<file path="config.mk">
export PLATFORM = sky130hd
export DESIGN_NAME = store_write_buffer
export DESIGN_NICKNAME = d
export VERILOG_FILES = /design/src/rtl/store_write_buffer.sv
export SDC_FILE = /design/constraint.sdc
export NUM_CORES = 1
export LEC_CHECK = 0
export ABC_AREA = 1
export BUFFER_PORTS_ARGS = -buffer_cell sky130_fd_sc_hd__clkbuf_2
export CORE_MARGIN = 1
export CORE_UTILIZATION = 42
export DETAILED_ROUTE_END_ITERATION = 10
export GPL_TIMING_DRIVEN = 1
export REMOVE_ABC_BUFFERS = 1
export SYNTH_ARGS = -nofsm -noshare
export SYNTH_HDL_FRONTEND = slang
export SYNTH_SLANG_ARGS = --single-unit
</file>
<file path="constraint.sdc">
create_clock -name clk_i -period 6.8 [get_ports clk_i]
set_clock_uncertainty 0.15 [all_clocks]
set_input_delay 0.68 -clock clk_i [delete_from_list [all_inputs] [get_ports clk_i]]
set_output_delay 0.68 -clock clk_i [all_outputs]
set_load 0.01 [all_outputs]
</file>
<file path="src/rtl/store_write_buffer.sv">
// Store write buffer: in-order FIFO of committed stores, drained one write at a time
// to the data memory port, with combinational youngest-match forwarding to loads.
module store_write_buffer #(
    parameter int WB_ENTRIES = 4,   // power of two, at least 2
    parameter int DATA_W     = 32
) (
    input  logic              clk_i,
    input  logic              rst_i,
    input  logic              in_vld_i,
    input  logic [DATA_W-1:0] in_addr_i,
    input  logic [DATA_W-1:0] in_data_i,
    output logic              wb_full_o,
    output logic              wb_empty_o,
    output logic              mem_req_vld_o,
    output logic [DATA_W-1:0] mem_req_addr_o,
    output logic [DATA_W-1:0] mem_req_data_o,
    input  logic              mem_req_rdy_i,
    input  logic              mem_ack_i,
    input  logic              ld_vld_i,
    input  logic [DATA_W-1:0] ld_addr_i,
    output logic              ld_hit_o,
    output logic [DATA_W-1:0] ld_data_o,
    output logic              overflow_o
);

    localparam int IDX_W = $clog2(WB_ENTRIES);
    localparam int PTR_W = IDX_W + 1;

    typedef enum logic [1:0] {
        ST_IDLE,
        ST_REQ,
        ST_WAIT_ACK
    } state_e;

    state_e                state_q;
    logic [PTR_W-1:0]      head_q, head_d;
    logic [PTR_W-1:0]      tail_q, tail_d;
    logic [PTR_W-1:0]      count;
    logic [IDX_W-1:0]      head_idx, tail_idx, next_idx, fwd_idx;
    logic [WB_ENTRIES-1:0] valid_q, valid_d;
    logic [DATA_W-1:0]     addr_q [WB_ENTRIES];
    logic [DATA_W-1:0]     data_q [WB_ENTRIES];
    logic                  overflow_q, overflow_d;
    logic                  req_vld_q;
    logic [DATA_W-1:0]     req_addr_q, req_data_q;
    logic                  full, empty, push, pop;

    // Pointers carry an extra wrap bit so full and empty are distinguishable.
    assign head_idx = head_q[IDX_W-1:0];
    assign tail_idx = tail_q[IDX_W-1:0];
    assign next_idx = head_idx + IDX_W'(1);
    assign count    = tail_q - head_q;
    assign full     = (head_q[PTR_W-1] != tail_q[PTR_W-1]) && (head_idx == tail_idx);
    assign empty    = (head_q == tail_q);
    assign push     = in_vld_i && !full;
    assign pop      = (state_q == ST_WAIT_ACK) && mem_ack_i;

    // NOTE: combinational next-state uses blocking assignments with every target
    // defaulted first, so no latch can be inferred on an untaken branch.
    always_comb begin
        head_d     = head_q;
        tail_d     = tail_q;
        valid_d    = valid_q;
        overflow_d = overflow_q | (in_vld_i && full);
        if (push) begin
            valid_d[tail_idx] = 1'b1;
            tail_d            = tail_q + PTR_W'(1);
        end
        if (pop) begin
            valid_d[head_idx] = 1'b0;
            head_d            = head_q + PTR_W'(1);
        end
    end

    always_ff @(posedge clk_i) begin
        if (rst_i) begin
            head_q     <= '0;
            tail_q     <= '0;
            valid_q    <= '0;
            overflow_q <= 1'b0;
        end else begin
            head_q     <= head_d;
            tail_q     <= tail_d;
            valid_q    <= valid_d;
            overflow_q <= overflow_d;
        end
    end

    // NOTE: the payload arrays are deliberately left out of reset; an entry is only
    // ever read while its valid bit is set, and the valid bits are reset.
    always_ff @(posedge clk_i) begin
        if (push) begin
            addr_q[tail_idx] <= in_addr_i;
            data_q[tail_idx] <= in_data_i;
        end
    end

    // Drain FSM; the request outputs are registered and loaded on entry to REQ.
    always_ff @(posedge clk_i) begin
        if (rst_i) begin
            state_q    <= ST_IDLE;
            req_vld_q  <= 1'b0;
            req_addr_q <= '0;
            req_data_q <= '0;
        end else begin
            case (state_q)
                ST_IDLE: begin
                    if (!empty) begin
                        state_q    <= ST_REQ;
                        req_vld_q  <= 1'b1;
                        req_addr_q <= addr_q[head_idx];
                        req_data_q <= data_q[head_idx];
                    end
                end
                ST_REQ: begin
                    if (mem_req_rdy_i) begin
                        state_q    <= ST_WAIT_ACK;
                        req_vld_q  <= 1'b0;
                        req_addr_q <= '0;
                        req_data_q <= '0;
                    end
                end
                ST_WAIT_ACK: begin
                    if (mem_ack_i) begin
                        if (count > PTR_W'(1)) begin
                            state_q    <= ST_REQ;
                            req_vld_q  <= 1'b1;
                            req_addr_q <= addr_q[next_idx];
                            req_data_q <= data_q[next_idx];
                        end else begin
                            state_q <= ST_IDLE;
                        end
                    end
                end
                default: begin
                    state_q    <= ST_IDLE;
                    req_vld_q  <= 1'b0;
                    req_addr_q <= '0;
                    req_data_q <= '0;
                end
            endcase
        end
    end

    // Walk entries oldest to youngest from head so the last match wins across wrap.
    always_comb begin
        ld_hit_o  = 1'b0;
        ld_data_o = '0;
        fwd_idx   = head_idx;
        for (int k = 0; k < WB_ENTRIES; k++) begin
            fwd_idx = head_idx + IDX_W'(k);
            if (ld_vld_i && valid_q[fwd_idx] && (addr_q[fwd_idx] == ld_addr_i)) begin
                ld_hit_o  = 1'b1;
                ld_data_o = data_q[fwd_idx];
            end
        end
    end

    assign wb_full_o      = full;
    assign wb_empty_o     = empty && (state_q == ST_IDLE);
    assign mem_req_vld_o  = req_vld_q;
    assign mem_req_addr_o = req_addr_q;
    assign mem_req_data_o = req_data_q;
    assign overflow_o     = overflow_q;

endmodule

</file>
==> impl_metrics.tcl, run 1 <==
set metrics [dict create \
    comb_power_share_pct 36.4 \
    hp-class "primary input to flop" \
    syn_inst 2986 \
    cts_post_setup_buffers_inserted 0 \
    synth.yosys.seq_area_share_pct 44.0 \
    synth.ff_latch_count 336 \
    worst_r2r_path_depth 6 \
    initial_utilization_pct 42.8 \
    synthesis.area_per_instance_sq_um 7.07 \
    die_boundary_height_um 226 \
    fp.coreArea_sq_um 49300 \
    drc_violation_total_after_the_first_tritonroute_iteration 2592 \
    nets 3179 \
    worstPathMaxFanout 89 \
    critical_path_required_time_ps 5970 \
    grtUsageMet3_pct 5.00 \
    critPathLaunchType "flop" \
    track_usage_pct 29.7 \
    power_density_nw_per_um2 319 \
    global_route.usage.met2_pct 46.2 \
    finalWeightedCongestion 0.957 \
    clk_pin_slew_ps 60 \
    dp_hpwl_um 48400 \
    synthTopCellsByArea "sky130_fd_sc_hd__edfxtp_1 (36%), sky130_fd_sc_hd__nand2_1 (19%), sky130_fd_sc_hd__nand3_1 (7.7%)" \
    final.setup.worst_slack_ps 558 \
    critical_path.reg2reg.startpoint "head_q[1]" \
    design.die.area_sq_um 51100 \
    timing.critical_path.slowest_cell_delay_ps 870 \
    synthToLayoutAreaGrowth_pct 13.2 \
    finalCritPeriodShare_pct 91.8 \
    status "completed" \
    post_synth_num_cell_types 32 \
    postRouteAntennaNets 0 \
    cts_repair_resize_count 0 \
    final.setup.tns_ps 0 \
    power_switching_share_pct 40.3 \
    grt_pass1_wl_um 115000 \
    worstSkewPairLatency_ps 580 \
    r2r_setup_slack_ps 2650 \
    slew_viol_final 0 \
    power.clock.fraction_pct 29.2 \
    synthDominantAreaCellType "sky130_fd_sc_hd__edfxtp_1" \
    mappedNetlistArea_sq_um 21100 \
    grt_antenna_before_repair 7 \
    min_period_ps 6240 \
    fmax_mhz 160 \
    fin_hold_ws_ps 175 \
    busiest_layer "met2" \
    detail_route.drc_violations 0 \
    die_w_um 226 \
    design_area_sq_um 23900 \
    finalHoldViolCount 0 \
    internal_power_w 0.00455 \
    critPathKind "flop to output pin" \
    drt-total-wl_um 77800 \
    total_power_w 0.00762 \
    globalRoute.totalOverflow 0 \
    critical_path.endpoint_type "output pin" \
    clock_tree.htree_level_count 2 \
    static-leakage-power_nw 10.5 \
    synthesis.yosys.warnings 0 \
    cts_made_buffers 41 \
    groute.layer.met1.usage_pct 41.3 \
    grt_pass1_vias 19400 \
    timing.rr.end "addr_q[1][11]" \
    clk_path_buf_depth 3 \
    detail_route.vias_per_cell 5.75 \
    worstPathCellList "inv_2, ha_4, inv_4, nand3_1, nand2_1, nor2_1, nor3_1, nand2_1, nor2_1, nand3_1, nor2_4, buf_12, o211ai_1, nand2_1, clkbuf_2" \
    tritoncts_num_sinks 336 \
    post_cts_hold_buffer_count 0 \
    via_count 21700 \
    grt_max_degree 261 \
    drt_pass1_iterations 7 \
    switching_power_w 0.00307 \
    pre_cts_slack_ps 1310 \
    timing_worst_slew_pin_value_ps 1120 \
    cap_violations 0 \
    buffer_ports.inserted 202 \
    critPathArrivalTime_ps 5410 \
    ir_drop_mv 0.275 \
    yosysTopAreaCellShare_pct 36.4 \
    worst_path_max_delay_cell "sky130_fd_sc_hd__dfxtp_2" \
    whs_endpoint "addr_q[2][12]" \
    maxSlewHeadroom_pct 24.9 \
    avgRoutedWirePerCell_um 20.6 \
    drive_gt1_share_pct 10.6 \
    worst_hold_startpoint "in_addr_i[12]" \
    io_pins 203 \
    setup_violations 0 \
    path_common_cell "sky130_fd_sc_hd__nand2_1" \
    row_count 81 \
    hold_depth 1 \
    power.sequential.fraction_pct 34.4 \
    place_area_sq_um 22500 \
    tritoncts_clock_tree "done" \
    ctsRootBufferMaster "sky130_fd_sc_hd__clkbuf_16" \
    grt_setup_unrepaired "false" \
]
layout make-up:
type                    instances  area (sq um)
inverters                     167           638
multi-input cells            2284         10400
clock inverters                14           128
well taps                     664           831
clock buffers                  62          1260
diodes                          4          10.0
repair buffers                236          1370
flip-flops and latches        336          9300
fillers                      4879         25400
cells in the mapped netlist:
cell type / n
sky130_fd_sc_hd__inv_2: 4
sky130_fd_sc_hd__nand2_1: 1088
sky130_fd_sc_hd__or2_2: 4
sky130_fd_sc_hd__nor2_2: 1
sky130_fd_sc_hd__nor3_1: 7
sky130_fd_sc_hd__nand4_1: 3
sky130_fd_sc_hd__buf_1: 21
sky130_fd_sc_hd__o21ai_1: 8
sky130_fd_sc_hd__inv_1: 163
sky130_fd_sc_hd__o22ai_1: 32
sky130_fd_sc_hd__o21ai_0: 318
sky130_fd_sc_hd__fa_1: 1
sky130_fd_sc_hd__o211ai_1: 44
sky130_fd_sc_hd__buf_2: 72
sky130_fd_sc_hd__o221ai_1: 1
sky130_fd_sc_hd__nand3b_1: 4
sky130_fd_sc_hd__a21oi_1: 235
sky130_fd_sc_hd__edfxtp_1: 256
sky130_fd_sc_hd__clkbuf_1: 92
sky130_fd_sc_hd__o2111ai_1: 1
sky130_fd_sc_hd__ha_1: 10
sky130_fd_sc_hd__o21a_1: 1
sky130_fd_sc_hd__buf_6: 1
sky130_fd_sc_hd__and2_1: 2
sky130_fd_sc_hd__nor2_4: 1
sky130_fd_sc_hd__nor2_1: 147
sky130_fd_sc_hd__xnor2_1: 1
sky130_fd_sc_hd__a31oi_1: 24
sky130_fd_sc_hd__dfxtp_1: 80
sky130_fd_sc_hd__buf_4: 13
sky130_fd_sc_hd__nand3_1: 326
sky130_fd_sc_hd__xor2_1: 25
per-layer routing:
metal / part of all wire, % / wire length (um)
met2: 45 / 34800
met3: 9.6 / 7490
met5: 0.053 / 41
met1: 43 / 33300
met4: 2.8 / 2150
worst max-delay path: cells and delay by family, from the launching register on:
kind,cells,cell delay [ps]
buffers and inverters,4,1540
flip-flops,1,870
adder cells (fa/ha/maj),1,350
AO/OA/AOI/OAI,1,160
AND/OR/NAND/NOR,9,1850
worst max-delay path by stage:
| stage | depth (start not counted) | from | slack, ps | to |
|---|---|---|---|---|
| 6_report | 15 | head_q[1] | 560 | ld_data_o[19] |
| 5_1_grt | 16 | head_q[1] | 400 | ld_data_o[19] |
| 2_1_floorplan | 14 | head_q[0] | -10310 | ld_data_o[0] |
| 3_5_place_dp | 15 | head_q[1] | 1310 | ld_data_o[19] |
| 3_3_place_gp | 15 | head_q[1] | 1250 | ld_data_o[19] |
| 4_1_cts | 15 | head_q[1] | 650 | ld_data_o[19] |
state kept, by name (all words and copies together) (netlist names), named ones only:
register and cells:
valid_q 4, tail_q 3, addr_q 128, state_q 2, data_q 128, overflow_o 1, head_q 3, mem_req_data_o 32
mem_req_addr_o 32, mem_req_vld_o 1
cell usage in the layout, fill, tap and decap left out, types with 11 or more instances in the layout:
cell and n:
sky130_fd_sc_hd__a21oi_1 235, sky130_fd_sc_hd__o22ai_1 32, sky130_fd_sc_hd__nor2_1 139, sky130_fd_sc_hd__a31oi_1 24
sky130_fd_sc_hd__o211ai_1 44, sky130_fd_sc_hd__xor2_1 25, sky130_fd_sc_hd__o21ai_0 318, sky130_fd_sc_hd__nand3_1 326
sky130_fd_sc_hd__dfxtp_1 76, sky130_fd_sc_hd__clkbuf_16 43, sky130_fd_sc_hd__nand2_1 1087, sky130_fd_sc_hd__inv_1 160
sky130_fd_sc_hd__clkbuf_2 202, sky130_fd_sc_hd__buf_4 26, sky130_fd_sc_hd__clkbuf_8 11, sky130_fd_sc_hd__edfxtp_1 256
logic make-up (layout without fill, tap and decap cells):
group                    after synthesis  after routing  share of synthesized area (%)
other                                  0              4                              0
adder cells (fa/ha/maj)               11             11                          0.688
buffers and inverters                366            479                           7.20
flip-flops                           336            336                           44.0
XOR/XNOR                              26             26                           1.08
AND/OR/NAND/NOR                     1583           1583                           30.4
AO/OA/AOI/OAI                        664            664                           16.6
through the flow:
step | utilization [%] | cells
after floorplan | - | 2787
after global placement | 45.7 | 3687
after detailed placement | 45.7 | 3687
after CTS | 48.5 | 3763
after global routing | 48.5 | 3765
final | 48.5 | 3767
power groups by stage:
stage / clock (W) / combinational (W) / sequential [W]
6_report: 0.00222 / 0.00277 / 0.00262
5_1_grt: 0.00233 / 0.00303 / 0.00265
4_1_cts: 0.00226 / 0.00272 / 0.00262
3_5_place_dp: 0 / 0.00271 / 0.00266
3_3_place_gp: 0 / 0.00269 / 0.00266
2_1_floorplan: 0 / 0.00156 / 0.00275
No activity file was read; power rests on OpenSTA's default activity.
==> inputs of run 2 (changes only) <==
--- a/config.mk
+++ b/config.mk
@@ -10,7 +10,7 @@
 export CORE_MARGIN = 1
 export CORE_UTILIZATION = 42
 export DETAILED_ROUTE_END_ITERATION = 10
-export GPL_TIMING_DRIVEN = 1
+export PLACE_DENSITY_LB_ADDON = 0.08
 export REMOVE_ABC_BUFFERS = 1
 export SYNTH_ARGS = -nofsm -noshare
 export SYNTH_HDL_FRONTEND = slang
==> run 2 against run 1 <==
Combinational power about the same. Cell area about the same. Worst hold slack worse by 1.3 ps. Global-route usage up 0.38 points. Worst setup slack better by 560 ps. Critical path depth unchanged. Largest power group unchanged. Highest routed layer unchanged.
==> impl_metrics.tcl, run 2 (same netlist as run 1, synthesis figures left out) <==
set metrics [dict create \
    nets 3185 \
    status "completed" \
    drc_violation_total_after_the_first_tritonroute_iteration 2543 \
    critPathLaunchType "flop" \
    power.clock.fraction_pct 29.4 \
    postRouteAntennaNets 0 \
    grt_pass1_wl_um 116000 \
    die_boundary_height_um 226 \
    slew_viol_final 0 \
    final.setup.tns_ps 0 \
    place_area_sq_um 22500 \
    post_cts_hold_buffer_count 0 \
    critPathArrivalTime_ps 4850 \
    grt_pass1_vias 19600 \
    r2r_setup_slack_ps 2890 \
    critPathTopFamily "buffers and inverters" \
    worst_path_max_delay_cell "sky130_fd_sc_hd__dfxtp_4" \
    path_common_cell "sky130_fd_sc_hd__nand2_1" \
    fmax_mhz 176 \
    die_w_um 226 \
    cts_post_setup_buffers_inserted 0 \
    ctsRootBufferMaster "sky130_fd_sc_hd__clkbuf_16" \
    fp.coreArea_sq_um 49300 \
    clock_tree.htree_level_count 2 \
    worstPathMaxFanout 57 \
    worstSkewPairLatency_ps 570 \
    ir_drop_mv 0.326 \
    internal_power_w 0.00459 \
    min_period_ps 5680 \
    critical_path.endpoint_type "output pin" \
    power_density_nw_per_um2 321 \
    avgRoutedWirePerCell_um 20.7 \
    clk_path_buf_depth 3 \
    track_usage_pct 30.1 \
    power.sequential.fraction_pct 34.0 \
    maxSlewHeadroom_pct 26.2 \
    finalCritPeriodShare_pct 83.5 \
    layout.cells.most_common "sky130_fd_sc_hd__nand2_1" \
    finalHoldViolCount 0 \
    grt_antenna_before_repair 13 \
    grt_setup_unrepaired "false" \
    switching_power_w 0.00306 \
    drt-total-wl_um 78200 \
    power_switching_share_pct 40.0 \
    worstPathCellList "clkinv_2, buf_4, nand2_1, nand3_1, nand2_1, xor2_1, nor3_1, nand3_1, nor2_2, buf_4, nand3_1, nand2_1, nand2_1, nand2_1, clkbuf_2" \
    hp-class "primary input to flop" \
    detail_route.vias_per_cell 5.72 \
    cts_made_buffers 41 \
    comb_power_share_pct 36.5 \
    fin_cells 3774 \
    globalRoute.totalOverflow 0 \
    cts_repair_resize_count 0 \
    initial_utilization_pct 42.8 \
    timing.critical_path.slowest_cell_delay_ps 780 \
    drive_gt1_share_pct 10.5 \
    most-common-layout-cells "sky130_fd_sc_hd__nand2_1 (1087), sky130_fd_sc_hd__nand3_1 (326), sky130_fd_sc_hd__o21ai_0 (318)" \
    cap_violations 0 \
    finalWeightedCongestion 0.996 \
    postLayoutCoreUtil_pct 48.5 \
    setup_violations 0 \
    critical_path_required_time_ps 5970 \
    synthToLayoutAreaGrowth_pct 13.2 \
    design_area_sq_um 23900 \
    tritoncts_num_sinks 336 \
    critical_path_buf_inv_count 4 \
    detail_route.drc_violations 0 \
    design.die.area_sq_um 51100 \
    dp_hpwl_um 48500 \
    grt_max_degree 248 \
    io_pins 203 \
    tritoncts_clock_tree "done" \
    via_count 21600 \
    critPathKind "flop to output pin" \
    biggestRegsByFlops "addr_q: 128 flops, data_q: 128 flops" \
    buffer_ports.inserted 202 \
    drt_pass1_iterations 8 \
    static-leakage-power_nw 10.5 \
    timing_worst_slew_pin_value_ps 1110 \
    placed_cells_incl_taps 3693 \
    row_count 81 \
    clk_pin_slew_ps 60 \
]
==> run 2: worst paths after layout <==
check / startpoint / to / cells after the start
worst min register to register: overflow_o / overflow_o / 2
worst min-delay path: in_addr_i[24] / addr_q[2][24] / 1
worst max-delay path: flop / ld_data_o[4] / 15
worst max register to register: head_q[0] / data_q[1][15] / 6
==> run 2: routing by layer <==
layer / global-route usage (%) / wire, um / vias up
met4: 11.3 / 2110 / 12
met5: 0 / 71 / -
met3: 5.57 / 7160 / 152
met1: 41.9 / 33900 / 10100
li1: - / - / 10200
met2: 46.2 / 34900 / 1083
==> run 2: layout make-up <==
| cell class | count | area, sq um |
|---|---|---|
| antenna | 6 | 15.0 |
| clock buffer | 59 | 1130 |
| clock inverter | 16 | 223 |
| fill | 5014 | 25400 |
| inverter | 167 | 639 |
| multi-input combinational | 2284 | 10400 |
| sequential | 336 | 9300 |
| tap | 664 | 831 |
| timing repair buffer | 242 | 1370 |
==> run 2: stage by stage <==
stage          hold slack, ps  total power, W  setup slack (ps)
5_1_grt                   175         0.00805               894
2_1_floorplan             293         0.00431            -10310
3_5_place_dp              298         0.00540              1880
3_3_place_gp              290         0.00536              1950
6_report                  174         0.00765              1120
4_1_cts                   155         0.00765              1260
==> run 2: worst reg2reg max path, cell delays in order (launching register included) <==
cell and delay [ps]:
sky130_fd_sc_hd__dfxtp_4 380, sky130_fd_sc_hd__buf_12 710, sky130_fd_sc_hd__ha_1 470, sky130_fd_sc_hd__nand2_1 100, sky130_fd_sc_hd__o21ai_1 350, sky130_fd_sc_hd__nor2_4 950
sky130_fd_sc_hd__buf_4 470
==> run 2: power by group through the flow <==
stage	combinational [W]	clock, W	sequential (W)
after detailed placement	0.00275	0	0.00264
after global placement	0.00273	0	0.00264
after global routing	0.00307	0.00236	0.00263
after CTS	0.00276	0.00229	0.00260
final	0.00280	0.00225	0.00260
after floorplan	0.00156	0	0.00275
